`src/rtl/fifo_wr_arbiter_pkg.sv`:
```
// fifo_wr_arbiter_pkg
// Shared definitions for the FIFO write arbiter: FSM state encoding and the
// default requester count / data width used by fifo_wr_arbiter.
// The LOCK state exists only when FIFO_ARB_LOCK_EN is defined.
package fifo_wr_arbiter_pkg;

  localparam int DEF_NUM_REQ = 4;
  localparam int DEF_WIDTH   = 32;

  typedef enum logic [1:0] {
    ST_IDLE  = 2'd0,
    ST_GRANT = 2'd1,
    ST_STALL = 2'd2
`ifdef FIFO_ARB_LOCK_EN
    ,
    ST_LOCK  = 2'd3
`endif
  } arb_state_e;

endpackage

```
`src/rtl/fifo_wr_arbiter_rr_picker.sv`:
```
// rr_picker
// Round-robin priority selector. Searches the request vector starting at the
// requester after last_gnt, wrapping from NUM_REQ-1 to 0, and returns a
// one-hot pick of the first active requester (all-zero when req == 0).
// Ports:
//   req      in  NUM_REQ  active requests
//   last_gnt in  IDX_W    index of the most recently granted requester
//   pick     out NUM_REQ  one-hot winner
module rr_picker #(
  parameter int NUM_REQ = 4,
  parameter int IDX_W   = 2
) (
  input  logic [NUM_REQ-1:0] req,
  input  logic [IDX_W-1:0]   last_gnt,
  output logic [NUM_REQ-1:0] pick
);

  always_comb begin
    logic             found;
    logic [IDX_W-1:0] idx;
    pick  = '0;
    found = 1'b0;
    idx   = '0;
    for (int k = 1; k <= NUM_REQ; k++) begin
      idx = IDX_W'((int'(last_gnt) + k) % NUM_REQ);
      if (!found && req[idx]) begin
        pick[idx] = 1'b1;
        found     = 1'b1;
      end
    end
  end

endmodule

```
`src/rtl/fifo_wr_arbiter.sv`:
```
// fifo_wr_arbiter
// Round-robin arbiter that funnels NUM_REQ write requesters into a single
// downstream FIFO. Grants are combinational; the FIFO write strobe and data
// are registered, so a grant at one edge produces the write one cycle later.
// Grants are withheld when the FIFO is full, or when it has one free slot and
// a registered write is already about to land in it.
// Optional feature macro: FIFO_ARB_LOCK_EN adds req_lock and a LOCK state in
// which the granted agent keeps exclusive access while it holds req+req_lock.
// Ports:
//   clk, reset   clock, synchronous active-high reset
//   req          per-requester write request
//   req_data     packed write data, requester i at [i*WIDTH +: WIDTH]
//   req_lock     burst-lock request (FIFO_ARB_LOCK_EN only)
//   gnt          one-hot grant; req_data[i] is consumed at this edge
//   fifo_full    downstream FIFO full
//   fifo_afull   downstream FIFO has exactly one free slot
//   fifo_wr_en   registered write strobe
//   fifo_wr_data registered write data
//   busy         registered, high whenever the FSM is not idle
module fifo_wr_arbiter
  import fifo_wr_arbiter_pkg::*;
#(
  parameter int NUM_REQ = DEF_NUM_REQ,
  parameter int WIDTH   = DEF_WIDTH
) (
  input  logic                     clk,
  input  logic                     reset,
  input  logic [NUM_REQ-1:0]       req,
  input  logic [NUM_REQ*WIDTH-1:0] req_data,
`ifdef FIFO_ARB_LOCK_EN
  input  logic [NUM_REQ-1:0]       req_lock,
`endif
  output logic [NUM_REQ-1:0]       gnt,
  input  logic                     fifo_full,
  input  logic                     fifo_afull,
  output logic                     fifo_wr_en,
  output logic [WIDTH-1:0]         fifo_wr_data,
  output logic                     busy
);

  localparam int IDX_W = (NUM_REQ > 1) ? $clog2(NUM_REQ) : 1;

  arb_state_e         state_q, state_d;
  logic [IDX_W-1:0]   last_gnt_q, last_gnt_d;
  logic               wr_en_q, wr_en_d;
  logic [WIDTH-1:0]   wr_data_q, wr_data_d;
  logic               busy_q, busy_d;

  logic [NUM_REQ-1:0] pick;
  logic [NUM_REQ-1:0] cand;
  logic [NUM_REQ-1:0] gnt_int;
  logic [IDX_W-1:0]   gnt_idx;
  logic [WIDTH-1:0]   gnt_data;
  logic               any_gnt;
  logic               ok;
  logic               lock_hold;

  rr_picker #(
    .NUM_REQ (NUM_REQ),
    .IDX_W   (IDX_W)
  ) u_rr_picker (
    .req      (req),
    .last_gnt (last_gnt_q),
    .pick     (pick)
  );

  always_comb begin
    // A write already registered for this cycle consumes the last free slot
    // signalled by afull, so a new grant must wait.
    ok        = !fifo_full && !(fifo_afull && wr_en_q);
    lock_hold = 1'b0;
`ifdef FIFO_ARB_LOCK_EN
    // In LOCK the owner is always last_gnt_q: it was the last agent granted.
    lock_hold = (state_q == ST_LOCK) && req[last_gnt_q] && req_lock[last_gnt_q];
`endif
    cand = pick;
    if (lock_hold) begin
      cand             = '0;
      cand[last_gnt_q] = 1'b1;
    end
    gnt_int = (ok && !reset) ? cand : '0;

    gnt_idx  = '0;
    gnt_data = '0;
    for (int i = 0; i < NUM_REQ; i++) begin
      if (gnt_int[i]) begin
        gnt_idx  = IDX_W'(i);
        gnt_data = req_data[i*WIDTH +: WIDTH];
      end
    end
    any_gnt = |gnt_int;

    wr_en_d    = any_gnt;
    wr_data_d  = any_gnt ? gnt_data : wr_data_q;
    last_gnt_d = any_gnt ? gnt_idx : last_gnt_q;

    state_d = state_q;
    if (lock_hold) begin
`ifdef FIFO_ARB_LOCK_EN
      state_d = ST_LOCK;
`endif
    end else if (any_gnt) begin
      state_d = ST_GRANT;
`ifdef FIFO_ARB_LOCK_EN
      if (req_lock[gnt_idx]) state_d = ST_LOCK;
`endif
    end else if (req == '0) begin
      state_d = ST_IDLE;
    end else begin
      state_d = ST_STALL;
    end

    busy_d = (state_d != ST_IDLE);
  end

  always_ff @(posedge clk) begin
    if (reset) begin
      state_q    <= ST_IDLE;
      last_gnt_q <= IDX_W'(NUM_REQ - 1);
      wr_en_q    <= 1'b0;
      wr_data_q  <= '0;
      busy_q     <= 1'b0;
    end else begin
      state_q    <= state_d;
      last_gnt_q <= last_gnt_d;
      wr_en_q    <= wr_en_d;
      wr_data_q  <= wr_data_d;
      busy_q     <= busy_d;
    end
  end

  assign gnt          = gnt_int;
  assign fifo_wr_en   = wr_en_q;
  assign fifo_wr_data = wr_data_q;
  assign busy         = busy_q;

endmodule

```
`config.mk`:
```
export PLATFORM = sky130hd
export DESIGN_NAME = fifo_wr_arbiter
export DESIGN_NICKNAME = d
export VERILOG_FILES = /design/src/rtl/fifo_wr_arbiter_pkg.sv /design/src/rtl/fifo_wr_arbiter_rr_picker.sv /design/src/rtl/fifo_wr_arbiter.sv
export SDC_FILE = /design/constraint.sdc
export NUM_CORES = 1
export LEC_CHECK = 0
export BUFFER_PORTS_ARGS = -buffer_cell sky130_fd_sc_hd__clkbuf_2
export CAP_MARGIN = 20
export CORE_UTILIZATION = 45
export CTS_CLUSTER_DIAMETER = 50
export DETAILED_ROUTE_END_ITERATION = 8
export PLACE_DENSITY_LB_ADDON = 0.3
export SLEW_MARGIN = 40
export SYNTH_ARGS = -nofsm -noshare
export SYNTH_HDL_FRONTEND = slang
export SYNTH_SLANG_ARGS = --single-unit
```
`constraint.sdc`:
```
create_clock -name clk -period 10.7 [get_ports clk]
set_input_delay 1.07 -clock clk [delete_from_list [all_inputs] [get_ports clk]]
set_output_delay 1.07 -clock clk [all_outputs]
set_load 0.02 [all_outputs]
```
==> summary.txt <==
Yosys
  • Most frequent cell after synthesis: nand2_1
  • Ys Warns: 0
  • Area leader, netlist: dfxtp_1
  • Cells after synthesis: 275
  • Post-synth top area share: 0.2837
  • Sequential area share after synthesis: 0.2837
  • Top post-synthesis cells by area: dfxtp_1 28%, a311oi_2 17%, a221o_1 13%
  • Synth unique cells: 39
  • Main flop type after synthesis: dfxtp_1
  • Post-synth ARST share: 0
  • Mapped cell area: 2540 um2
  • Mapped Avg Cell Area: 9.236 um2
  • Synthesized Nets: 419
  • Post-synth EDFFs: 0
  • Synth cell count leaders: 37 x nand2_1, 36 x dfxtp_1, 34 x nor2_1
  • #FFs+latches synth: 36

CTS
  • Resize count post-CTS: 0
  • Hold buffers post-CTS: 0
  • H-tree levels: 2
  • Max Root-Sink Buffers: 2
  • Clk_lat worst skew: 0.28 ns
  • TritonCTS Sinks: 36
  • CTS root buffer: clkbuf_8
  • CTS clock-pin slew for the worst setup and hold paths: 0.07 ns
  • CTS tree: yes
  • TritonCTS buffer count: 5
  • # Post-CTS Setup Buffers: 0

Die
  • Starting density of the core: 0.4820
  • I/O Pins: 174
  • Die H: 77.13 um
  • Core Area: 5270 um2
  • Die Wd: 77.13 um
  • Die area: about 6000 um2
  • Std cell rows: 26

Drt
  • Post-route ant nets: 0
  • Drt total wl: 7811 um
  • Vias per cell: about 5.7
  • Routed via count: 2865
  • Router iterations before antenna repair: 5
  • WL/cell: 15.56 um
  • Initial DRC Count: 83
  • DRC: 0

STA
  • Final setup vio count: 0
  • Hold Vio Cnt, Final: 0
  • Hold_ws: 0.5081 ns
  • Worst Skew: 0.004527 ns
  • Fmax: 189.3 MHz
  • Max transition margin: 0.4673
  • Fin crit period: around 5.3 ns
  • Unrepaired setup endpoints after global routing: false
  • Period utilisation layout: 0.4937
  • Final setup TNS: 0 ns
  • Slew Viols, Final: 0
  • Worst Tran Pin Value: 0.7990 ns

Setup path
  • Crit end category: primary output
  • Crit-path max FO: 36
  • WP data required: 9.63 ns
  • R2r worst-path depth: 11
  • Crit path launch type: flop
  • Worst EP arrival: 4.21 ns
  • Critical path class: flop to primary output

Global route
  • Vias in the first global route: 2725
  • Largest net degree at the start of global routing: 67
  • GRT Total Usage: 0.2621
  • Global route total overflow: 0
  • Initial antenna violation count: 0
  • First-pass GRT wire length: 12650 um

Job
  • MaxCap Viol Count: 0

Finish
  • Share of cells above drive strength 1: 0.5208
  • P&R area growth vs syn: 36.06%
  • Finished Cell Area: 3456 um2
  • Final nets: 576
  • Final design utilization: 0.6557
  • Cell Count, Final, Fillers Out: 502
  • Ant. Diodes: 0

Outcome
  • Status: finished clean

Pwr
  • Leakage: ~1.5 nW
  • PwrDens: roughly 270 nW/um2
  • Peak VDD IR: 0.0001688 V

Placement
  • Placement Cell Area: 3378 um2
  • I/O Buffers: 173
  • Placed instance count: 495
  • Placer congestion estimate: 0.8070
  • DP HPWL: 5802 um

Hold path
  • Hold path depth: 2
  • Worst Hold Class: flop to flop
-- state kept, by name (all words and copies together) (netlist names) --
signal / cells
busy: 1
last_gnt_q: 2
fifo_wr_en: 1
fifo_wr_data: 32
-- cells by family (layout without fill, tap and decap cells) --
| logic type | after synthesis | count (layout) | synth area share |
|---|---|---|---|
| AO/OA/AOI/OAI | 108 | 108 | 0.4103 |
| AND/OR/NAND/NOR | 86 | 86 | 0.1591 |
| flip-flops | 36 | 36 | 0.2837 |
| buffers and inverters | 33 | 190 | 0.07192 |
| adder cells (fa/ha/maj) | 8 | 8 | 0.03941 |
| multiplexers | 4 | 4 | 0.03547 |
-- layout by cell type (no fill, tap or decap), types with 2 or more instances in the layout --
master    instances
clkbuf_2        173
nand2_1          37
dfxtp_1          36
nor2_1           34
a221o_1          32
o21ai_0          32
a311oi_2         28
ha_1              8
clkbuf_8          5
inv_1             4
mux4_2            4
a311oi_1          4
buf_4             4
nor3b_1           2
or4b_1            2
nand3b_1          2
nor3_1            2
-- area by class of cell --
| class | count | area (um2) |
|---|---|---|
| well taps | 70 | 87.58 |
| inverters | 5 | 18.77 |
| fillers | 482 | 1814 |
| flip-flops and latches | 36 | 720.7 |
| multi-input cells | 206 | 1644 |
| repair buffers | 178 | 907.1 |
| clock inverters | 1 | 5.005 |
| clock buffers | 6 | 72.57 |
-- critical path, cell delays in order (launching register included) --
cell	delay, ns
dfxtp_1	0.59
inv_1	0.18
ha_1	0.37
mux4_2	0.64
nor3b_1	0.52
a22o_1	0.25
or2_4	0.14
nand2_2	0.32
inv_2	0.63
clkbuf_2	0.28
-- power breakdown --
| group | internal, mW | total (mW) | switching, mW |
|---|---|---|---|
| sequential | 0.199 | 0.238 | 0.0396 |
| combinational | 0.232 | 0.589 | 0.357 |
| clock | 0.0443 | 0.0903 | 0.0461 |
| total | 0.474 | 0.917 | 0.443 |
-- through the flow --
step,worst slack (ns),total power [mW]
after CTS,5.438,0.9214
after global placement,5.791,0.8098
after global routing,5.114,0.9890
final,5.418,0.9172
after detailed placement,5.704,0.8309
after floorplan,6.743,0.7004
-- final timing paths --
| path | start | end | slack [ns] |
|---|---|---|---|
| max | last_gnt_q[0]$_SDFFE_PP1P_ | gnt[3] | 5.42 |
| min | fifo_wr_data[0]$_SDFFE_PP0P_ | fifo_wr_data[0]$_SDFFE_PP0P_ | 0.51 |
| max reg2reg | last_gnt_q[0]$_SDFFE_PP1P_ | fifo_wr_data[16]$_SDFFE_PP0P_ | 5.76 |
| min reg2reg | fifo_wr_data[0]$_SDFFE_PP0P_ | fifo_wr_data[0]$_SDFFE_PP0P_ | 0.51 |
-- per-layer routing --
layer / share of wire / up-vias / global-route usage
met2: 0.53 / 132 / 0.4965
li1: - / 1386 / -
met5: 0 / - / 0
met4: 0.015 / 0 / 0.08113
met3: 0.065 / 10 / 0.03810
met1: 0.39 / 1337 / 0.2974
Power figures use the tool's default switching activity.
